[config.mk]
export PLATFORM = sky130hd
export DESIGN_NAME = multicycle_main_control_flat
export DESIGN_NICKNAME = d
export VERILOG_FILES = /design/src/rtl/mips_ctrl_pkg.sv /design/src/rtl/multicycle_main_control_if.sv /design/src/rtl/main_ctrl_decoder.sv /design/src/rtl/multicycle_main_control.sv /design/src/flat_wrapper.sv
export SDC_FILE = /design/constraint.sdc
export NUM_CORES = 1
export LEC_CHECK = 0
export ABC_AREA = 1
export BUFFER_PORTS_ARGS = -buffer_cell sky130_fd_sc_hd__buf_2
export CORE_AREA = 2 2 39 41
export CTS_CLUSTER_DIAMETER = 100
export CTS_CLUSTER_SIZE = 25
export DETAILED_ROUTE_END_ITERATION = 12
export DIE_AREA = 0 0 41 43
export PLACE_DENSITY = 0.67
export SKIP_CTS_REPAIR_TIMING = 1
export SLEW_MARGIN = 30
export SYNTH_ARGS = -nofsm -noshare
export SYNTH_HDL_FRONTEND = slang
export SYNTH_SLANG_ARGS = --single-unit
[constraint.sdc]
create_clock -name clk -period 2.7 [get_ports clk]
set_input_delay 0.135 -clock clk [delete_from_list [all_inputs] [get_ports clk]]
set_output_delay 0.135 -clock clk [all_outputs]
set_load 0.02 [all_outputs]
[src/rtl/mips_ctrl_pkg.sv]
// -----------------------------------------------------------------------------
// mips_ctrl_pkg
// Shared definitions for the multicycle MIPS main controller: field widths,
// opcode constants, FSM state encodings and the encodings of the multi-bit
// datapath select fields.
// -----------------------------------------------------------------------------
package mips_ctrl_pkg;

  localparam int OPCODE_W = 6;
  localparam int STATE_W  = 4;

  // Instr[31:26] values that the controller recognises
  localparam logic [OPCODE_W-1:0] OP_RTYPE = 6'h00;
  localparam logic [OPCODE_W-1:0] OP_LW    = 6'h23;
  localparam logic [OPCODE_W-1:0] OP_SW    = 6'h2B;
  localparam logic [OPCODE_W-1:0] OP_BEQ   = 6'h04;
  localparam logic [OPCODE_W-1:0] OP_BNE   = 6'h05;
  localparam logic [OPCODE_W-1:0] OP_ADDI  = 6'h08;
  localparam logic [OPCODE_W-1:0] OP_ORI   = 6'h0D;
  localparam logic [OPCODE_W-1:0] OP_J     = 6'h02;

  // FSM states; encodings 14 and 15 are unused
  typedef enum logic [STATE_W-1:0] {
    S_FETCH   = 4'd0,
    S_DECODE  = 4'd1,
    S_MEMADR  = 4'd2,
    S_MEMRD   = 4'd3,
    S_MEMWB   = 4'd4,
    S_MEMWR   = 4'd5,
    S_EXECUTE = 4'd6,
    S_ALUWB   = 4'd7,
    S_BEQ     = 4'd8,
    S_BNE     = 4'd9,
    S_ADDIEX  = 4'd10,
    S_ORIEX   = 4'd11,
    S_IMMWB   = 4'd12,
    S_JUMP    = 4'd13
  } state_e;

  // ALU operation select
  localparam logic [1:0] ALUOP_ADD   = 2'b00;
  localparam logic [1:0] ALUOP_SUB   = 2'b01;
  localparam logic [1:0] ALUOP_FUNCT = 2'b10;
  localparam logic [1:0] ALUOP_OR    = 2'b11;

  // ALU B operand select
  localparam logic [1:0] SRCB_REG   = 2'b00;
  localparam logic [1:0] SRCB_FOUR  = 2'b01;
  localparam logic [1:0] SRCB_IMM   = 2'b10;
  localparam logic [1:0] SRCB_IMMX4 = 2'b11;

  // Next-PC source select
  localparam logic [1:0] PCSRC_ALU    = 2'b00;
  localparam logic [1:0] PCSRC_ALUOUT = 2'b01;
  localparam logic [1:0] PCSRC_JUMP   = 2'b10;

endpackage

[src/rtl/multicycle_main_control_if.sv]
// -----------------------------------------------------------------------------
// multicycle_main_control_if
// Bundle between the main controller and the datapath.
//   Opcode_i, Zero_i          : datapath -> controller (instruction opcode, ALU zero)
//   IorD_o .. Mem_to_Reg_o    : controller -> datapath enables and mux selects
//   State_o                   : controller -> debug view of the current state
// modport master is the controller side, modport slave the datapath side.
// -----------------------------------------------------------------------------
interface multicycle_main_control_if;
  import mips_ctrl_pkg::*;

  logic [OPCODE_W-1:0] Opcode_i;
  logic                Zero_i;
  logic                IorD_o;
  logic                Mem_Write_o;
  logic                IR_Write_o;
  logic                PC_En_o;
  logic [1:0]          PC_Src_o;
  logic [1:0]          ALU_Op_o;
  logic                ALU_Src_A_o;
  logic [1:0]          ALU_Src_B_o;
  logic                Ext_Zero_o;
  logic                Reg_Write_o;
  logic                Reg_Dst_o;
  logic                Mem_to_Reg_o;
  logic [STATE_W-1:0]  State_o;

  modport master (
    input  Opcode_i, Zero_i,
    output IorD_o, Mem_Write_o, IR_Write_o, PC_En_o, PC_Src_o, ALU_Op_o,
           ALU_Src_A_o, ALU_Src_B_o, Ext_Zero_o, Reg_Write_o, Reg_Dst_o,
           Mem_to_Reg_o, State_o
  );

  modport slave (
    output Opcode_i, Zero_i,
    input  IorD_o, Mem_Write_o, IR_Write_o, PC_En_o, PC_Src_o, ALU_Op_o,
           ALU_Src_A_o, ALU_Src_B_o, Ext_Zero_o, Reg_Write_o, Reg_Dst_o,
           Mem_to_Reg_o, State_o
  );

endinterface

[src/rtl/main_ctrl_decoder.sv]
// -----------------------------------------------------------------------------
// main_ctrl_decoder
// Purely combinational Moore output decode of the main controller.
//   state_i        : current FSM state
//   zero_i         : ALU zero flag, used only to qualify PC_En in branch states
//   *_o            : datapath enables and mux selects for that state
// Any state without an entry, including the unused encodings, drives all 0.
// -----------------------------------------------------------------------------
module main_ctrl_decoder
  import mips_ctrl_pkg::*;
(
  input  state_e     state_i,
  input  logic       zero_i,
  output logic       iord_o,
  output logic       mem_write_o,
  output logic       ir_write_o,
  output logic       pc_en_o,
  output logic [1:0] pc_src_o,
  output logic [1:0] alu_op_o,
  output logic       alu_src_a_o,
  output logic [1:0] alu_src_b_o,
  output logic       ext_zero_o,
  output logic       reg_write_o,
  output logic       reg_dst_o,
  output logic       mem_to_reg_o
);

  // Control output decode from the current state
  always_comb begin
    iord_o       = 1'b0;
    mem_write_o  = 1'b0;
    ir_write_o   = 1'b0;
    pc_en_o      = 1'b0;
    pc_src_o     = PCSRC_ALU;
    alu_op_o     = ALUOP_ADD;
    alu_src_a_o  = 1'b0;
    alu_src_b_o  = SRCB_REG;
    ext_zero_o   = 1'b0;
    reg_write_o  = 1'b0;
    reg_dst_o    = 1'b0;
    mem_to_reg_o = 1'b0;
    case (state_i)
      S_FETCH: begin
        // PC + 4 goes straight back into the PC while the IR loads
        ir_write_o  = 1'b1;
        alu_src_b_o = SRCB_FOUR;
        pc_en_o     = 1'b1;
      end
      S_DECODE: begin
        // Speculative branch target PC + (imm << 2) lands in ALUOut
        alu_src_b_o = SRCB_IMMX4;
      end
      S_MEMADR: begin
        alu_src_a_o = 1'b1;
        alu_src_b_o = SRCB_IMM;
      end
      S_MEMRD: begin
        iord_o = 1'b1;
      end
      S_MEMWB: begin
        reg_write_o  = 1'b1;
        mem_to_reg_o = 1'b1;
      end
      S_MEMWR: begin
        iord_o      = 1'b1;
        mem_write_o = 1'b1;
      end
      S_EXECUTE: begin
        alu_src_a_o = 1'b1;
        alu_op_o    = ALUOP_FUNCT;
      end
      S_ALUWB: begin
        reg_write_o = 1'b1;
        reg_dst_o   = 1'b1;
      end
      S_BEQ: begin
        // Compare A - B; the target computed in DECODE is taken from ALUOut
        alu_src_a_o = 1'b1;
        alu_op_o    = ALUOP_SUB;
        pc_src_o    = PCSRC_ALUOUT;
        pc_en_o     = zero_i;
      end
      S_BNE: begin
        alu_src_a_o = 1'b1;
        alu_op_o    = ALUOP_SUB;
        pc_src_o    = PCSRC_ALUOUT;
        pc_en_o     = ~zero_i;
      end
      S_ADDIEX: begin
        alu_src_a_o = 1'b1;
        alu_src_b_o = SRCB_IMM;
      end
      S_ORIEX: begin
        alu_src_a_o = 1'b1;
        alu_src_b_o = SRCB_IMM;
        alu_op_o    = ALUOP_OR;
        ext_zero_o  = 1'b1;
      end
      S_IMMWB: begin
        reg_write_o = 1'b1;
      end
      S_JUMP: begin
        pc_src_o = PCSRC_JUMP;
        pc_en_o  = 1'b1;
      end
      default: begin
        iord_o = 1'b0;
      end
    endcase
  end

endmodule

[src/rtl/multicycle_main_control.sv]
// -----------------------------------------------------------------------------
// multicycle_main_control
// Main control FSM of the multicycle MIPS datapath. Holds the state register
// and next-state logic; output decode lives in main_ctrl_decoder.
//   clk   : rising-edge clock
//   reset : asynchronous active-low reset, forces FETCH
//   bus   : controller side of the controller/datapath bundle
// Because outputs decode from the state register, asserting reset drops any
// in-flight write enable immediately.
// -----------------------------------------------------------------------------
module multicycle_main_control
  import mips_ctrl_pkg::*;
(
  input  logic                        clk,
  input  logic                        reset,
  multicycle_main_control_if.master   bus
);

  state_e state_q;
  state_e state_d;

  logic       iord_s;
  logic       mem_write_s;
  logic       ir_write_s;
  logic       pc_en_s;
  logic [1:0] pc_src_s;
  logic [1:0] alu_op_s;
  logic       alu_src_a_s;
  logic [1:0] alu_src_b_s;
  logic       ext_zero_s;
  logic       reg_write_s;
  logic       reg_dst_s;
  logic       mem_to_reg_s;

  // State register with asynchronous return to FETCH
  always_ff @(posedge clk or negedge reset) begin
    if (!reset) begin
      state_q <= S_FETCH;
    end else begin
      state_q <= state_d;
    end
  end

  // Next-state logic; the opcode only matters in DECODE and MEMADR
  always_comb begin
    state_d = S_FETCH;
    case (state_q)
      S_FETCH:   state_d = S_DECODE;
      S_DECODE: begin
        case (bus.Opcode_i)
          OP_LW,
          OP_SW:    state_d = S_MEMADR;
          OP_RTYPE: state_d = S_EXECUTE;
          OP_BEQ:   state_d = S_BEQ;
          OP_BNE:   state_d = S_BNE;
          OP_ADDI:  state_d = S_ADDIEX;
          OP_ORI:   state_d = S_ORIEX;
          OP_J:     state_d = S_JUMP;
          // Unknown opcodes retire as a NOP
          default:  state_d = S_FETCH;
        endcase
      end
      S_MEMADR: begin
        if (bus.Opcode_i == OP_LW) begin
          state_d = S_MEMRD;
        end else if (bus.Opcode_i == OP_SW) begin
          state_d = S_MEMWR;
        end else begin
          state_d = S_FETCH;
        end
      end
      S_MEMRD:   state_d = S_MEMWB;
      S_EXECUTE: state_d = S_ALUWB;
      S_ADDIEX:  state_d = S_IMMWB;
      S_ORIEX:   state_d = S_IMMWB;
      // Write-back, store, branch, jump and unused encodings all end here
      default:   state_d = S_FETCH;
    endcase
  end

  main_ctrl_decoder u_decoder (
    .state_i      (state_q),
    .zero_i       (bus.Zero_i),
    .iord_o       (iord_s),
    .mem_write_o  (mem_write_s),
    .ir_write_o   (ir_write_s),
    .pc_en_o      (pc_en_s),
    .pc_src_o     (pc_src_s),
    .alu_op_o     (alu_op_s),
    .alu_src_a_o  (alu_src_a_s),
    .alu_src_b_o  (alu_src_b_s),
    .ext_zero_o   (ext_zero_s),
    .reg_write_o  (reg_write_s),
    .reg_dst_o    (reg_dst_s),
    .mem_to_reg_o (mem_to_reg_s)
  );

  assign bus.IorD_o       = iord_s;
  assign bus.Mem_Write_o  = mem_write_s;
  assign bus.IR_Write_o   = ir_write_s;
  assign bus.PC_En_o      = pc_en_s;
  assign bus.PC_Src_o     = pc_src_s;
  assign bus.ALU_Op_o     = alu_op_s;
  assign bus.ALU_Src_A_o  = alu_src_a_s;
  assign bus.ALU_Src_B_o  = alu_src_b_s;
  assign bus.Ext_Zero_o   = ext_zero_s;
  assign bus.Reg_Write_o  = reg_write_s;
  assign bus.Reg_Dst_o    = reg_dst_s;
  assign bus.Mem_to_Reg_o = mem_to_reg_s;
  assign bus.State_o      = state_q;

endmodule
[src/flat_wrapper.sv]
// flat-port wrapper written by rule: the top's interface ports become plain ports
module multicycle_main_control_flat import mips_ctrl_pkg::*;
  (clk, reset, bus_Opcode_i, bus_Zero_i, bus_IorD_o, bus_Mem_Write_o, bus_IR_Write_o, bus_PC_En_o, bus_PC_Src_o, bus_ALU_Op_o, bus_ALU_Src_A_o, bus_ALU_Src_B_o, bus_Ext_Zero_o, bus_Reg_Write_o, bus_Reg_Dst_o, bus_Mem_to_Reg_o, bus_State_o);
  multicycle_main_control_if bus_i ();
  input  logic clk;
  input  logic reset;
  input wire logic [$bits(bus_i.Opcode_i)-1:0] bus_Opcode_i;
  input wire logic [$bits(bus_i.Zero_i)-1:0] bus_Zero_i;
  output wire logic [$bits(bus_i.IorD_o)-1:0] bus_IorD_o;
  output wire logic [$bits(bus_i.Mem_Write_o)-1:0] bus_Mem_Write_o;
  output wire logic [$bits(bus_i.IR_Write_o)-1:0] bus_IR_Write_o;
  output wire logic [$bits(bus_i.PC_En_o)-1:0] bus_PC_En_o;
  output wire logic [$bits(bus_i.PC_Src_o)-1:0] bus_PC_Src_o;
  output wire logic [$bits(bus_i.ALU_Op_o)-1:0] bus_ALU_Op_o;
  output wire logic [$bits(bus_i.ALU_Src_A_o)-1:0] bus_ALU_Src_A_o;
  output wire logic [$bits(bus_i.ALU_Src_B_o)-1:0] bus_ALU_Src_B_o;
  output wire logic [$bits(bus_i.Ext_Zero_o)-1:0] bus_Ext_Zero_o;
  output wire logic [$bits(bus_i.Reg_Write_o)-1:0] bus_Reg_Write_o;
  output wire logic [$bits(bus_i.Reg_Dst_o)-1:0] bus_Reg_Dst_o;
  output wire logic [$bits(bus_i.Mem_to_Reg_o)-1:0] bus_Mem_to_Reg_o;
  output wire logic [$bits(bus_i.State_o)-1:0] bus_State_o;
  assign bus_i.Opcode_i = bus_Opcode_i;
  assign bus_i.Zero_i = bus_Zero_i;
  assign bus_IorD_o = bus_i.IorD_o;
  assign bus_Mem_Write_o = bus_i.Mem_Write_o;
  assign bus_IR_Write_o = bus_i.IR_Write_o;
  assign bus_PC_En_o = bus_i.PC_En_o;
  assign bus_PC_Src_o = bus_i.PC_Src_o;
  assign bus_ALU_Op_o = bus_i.ALU_Op_o;
  assign bus_ALU_Src_A_o = bus_i.ALU_Src_A_o;
  assign bus_ALU_Src_B_o = bus_i.ALU_Src_B_o;
  assign bus_Ext_Zero_o = bus_i.Ext_Zero_o;
  assign bus_Reg_Write_o = bus_i.Reg_Write_o;
  assign bus_Reg_Dst_o = bus_i.Reg_Dst_o;
  assign bus_Mem_to_Reg_o = bus_i.Mem_to_Reg_o;
  assign bus_State_o = bus_i.State_o;
  multicycle_main_control u_core (.clk(clk), .reset(reset), .bus(bus_i));
endmodule
==> summary.txt <==
Timing
  – Count of pins over their slew limit: 0
  – Clock Skews: 7.652 ps
  – Relative slew slack: 79.32%
  – Finish-stage setup viols: 0
  – Max Fclk: 642.5 MHz
  – Final Cycle Share: 57.64%
  – Min Tclk post-route: 1556 ps
  – Worst Max-Slew Pin Slew: 310.2 ps
  – Fin. Hold Viols: 0
  – Unrepaired setup endpoints after global routing: false
  – Setup Total Neg Slack: 0 ps

Route
  – Final WL: 1173 um
  – Via density: 4.800
  – Drt drc: 0
  – Antenna viol nets, final: 0
  – TritonRoute pass-1 iters: 4
  – WL/cell: 9.023 um
  – Via count: 624
  – DR iter-0 viols: 8

Setup path
  – Crit path arrival time: 1420 ps
  – Worst Setup SP: u_core.bus.State_o[3]$_DFF_PN0_
  – Worst Path Class, Setup: flop to output pin
  – R2R Path Start: u_core.bus.State_o[3]$_DFF_PN0_
  – Critical path's slowest cell: dfrtp_1
  – Crit path largest cell delay: 420 ps
  – Critical Path RT: 2570 ps
  – Element type at the critical path end: output pin
  – Startpoint types: flop
  – Crit-path max FO: 5
  – Cell Chain, Critical Path: nor2_2, inv_1, nor2_1, a211o_1, buf_2

Synthesis
  – Cell area after synthesis: 469.2 sq um
  – Post-synth top area share: 21.33%
  – Post-synthesis average cell area: 5.653 sq um
  – Netlist cell types: 19
  – Mapped Nets: 92
  – Cell count after synthesis: 83
  – Post-synthesis sequential area ratio: 21.33%
  – Yosys Warn Count: 0
  – #FFs+latches synth: 4
  – Ranking of synthesized cells by area: dfrtp_1 (21%), nor2_1 (18%), nand3_1 (13%), nand2_1 (9.6%), inv_1 (8.0%)
  – Yosys top cell by area: dfrtp_1

Global routing
  – Vias in the first global route: 516
  – Largest net degree at the start of global routing: 8
  – First-pass GRT wire length: 1890 um
  – GRT Total Usage: 15.83%
  – Antenna violations before repair: 0
  – Total grt overflow: 0

CTS
  – TritonCTS Buffers: 3
  – Clock slew at reported path FFs: 40 ps
  – CTS tree: yes
  – CTS HTree Levels: 1
  – Worst-case clock buffer depth: 2
  – CTS sink cnt: 4
  – Root Driver: clkbuf_4
  – Clock Latency Late Sink: 240 ps

Die
  – # IOs: 28
  – Die X: 41 um
  – Starting Density: 33.91%
  – Num rows: 14
  – Core Area: 1384 sq um
  – DIE AREA: 1763 sq um
  – Die height: 43 um

Layout
  – Layout cells sized above 1: 35.96%
  – Core Util, Final: 47.47%
  – Max reg flops: 4
  – Commonest non-fill, non-tap cell in the layout: buf_2
  – Multi-input logic area: 316.6 sq um
  – Antenna cells: 0
  – Commonest non-fill, non-tap cells in the layout: buf_2 (27), nor2_1 (22), nand2_1 (12), nand3_1 (12), inv_1 (10)
  – Area delta synth->final: 40.00%
  – Fillers: 159
  – Register area: 100.1 sq um
  – Final Non-Filler Cells: 130
  – Nets: 125

Place
  – GPL Wtd Cong: 0.7348
  – Port Buffers: 27
  – DP Cell Count: 126
  – Hpwl dp: 977.1 um

Power and ir drop
  – Lkg Pwr: 0.3931 nW
  – Pwr/cell area: 628.9 nW/um^2
  – Overall power: 0.0004131 W
  – VDD IR max: 0.2140 mV

Flow run
  – Maxcap violations: 0

Worst hold path
  – Hold WC Path Type: primary input to asynchronous set/reset pin

Run status
  – Status: finished, final reports clean
[worst max-delay path, delay by kind of cell (launching register included)]
kind                   cells  cell delay [ps]
flip-flops                 1              420
buffers and inverters      2              260
AND/OR/NAND/NOR            2              360
AO/OA/AOI/OAI              1              130
[power by group]
part	switching, W	total [W]	internal [W]	leakage, nW
combinational	0.000158	0.000239	0.0000811	0.326
sequential	0.0000258	0.0000968	0.0000710	0.0533
clock	0.0000272	0.0000771	0.0000499	0.0138
[kinds of logic after synthesis]
kind of cell    after synthesis  share of synthesized area [%]
flops                         4                          21.33
compound gates                7                          9.333
buf+inv                      14                          11.20
xor+xnor                      1                          1.867
simple gates                 57                          56.27
[cell type report]
type,count,share of cell area [%]
tap,16,3.048
multi-input combinational,65,48.19
clock buffer,3,3.429
timing repair buffer,28,22.10
sequential,4,15.24
inverter,14,8.000
[layer usage]
metal / GRT usage [%] / vias up / share of wire (%)
met2: 27.81 / 26 / 49
li1: - / 330 / -
met4: 10.00 / 0 / 2.0
met3: 3.141 / 2 / 7.7
met5: 0 / - / 0
met1: 15.31 / 266 / 41
[stage by stage]
| stage | setup slack (ps) | hold slack, ps | instance area [sq um] |
|---|---|---|---|
| detailed placement | 1401 | -61.16 | 624.3 |
| finish | 1144 | 215.0 | 656.9 |
| global route | 1040 | 234.5 | 656.9 |
| global placement | 1385 | -61.68 | 624.3 |
| CTS | 1140 | -319.5 | 646.9 |
| floorplan | 1194 | -160.6 | 469.2 |
[synthesized netlist by cell type]
library cell,n
nand2_1,12
o211ai_1,1
nand3_1,12
nor2_1,22
inv_2,4
nand4_1,2
inv_1,10
nand2_2,2
dfrtp_1,4
a211o_1,1
o21ai_1,2
nor2_2,3
o22ai_1,2
xor2_1,1
nor2_4,1
nor3_2,1
or2_1,1
nor3_1,1
o21ai_0,1
[worst paths after layout]
| kind | endpoint | slack [ps] | cells past startpoint |
|---|---|---|---|
| min reg2reg | u_core.bus.State_o[2]$_DFF_PN0_ | 710 | 3 |
| max reg2reg | u_core.bus.State_o[0]$_DFF_PN0_ | 1500 | 5 |
| min in group clk | u_core.bus.State_o[2]$_DFF_PN0_ | 290 | 4 |
| max | bus_PC_En_o | 1140 | 5 |
| max in group asynchronous | u_core.bus.State_o[1]$_DFF_PN0_ | 2360 | 2 |
| min | u_core.bus.State_o[3]$_DFF_PN0_ | 210 | 2 |
Note: power is estimated with default switching activity, not from simulation.
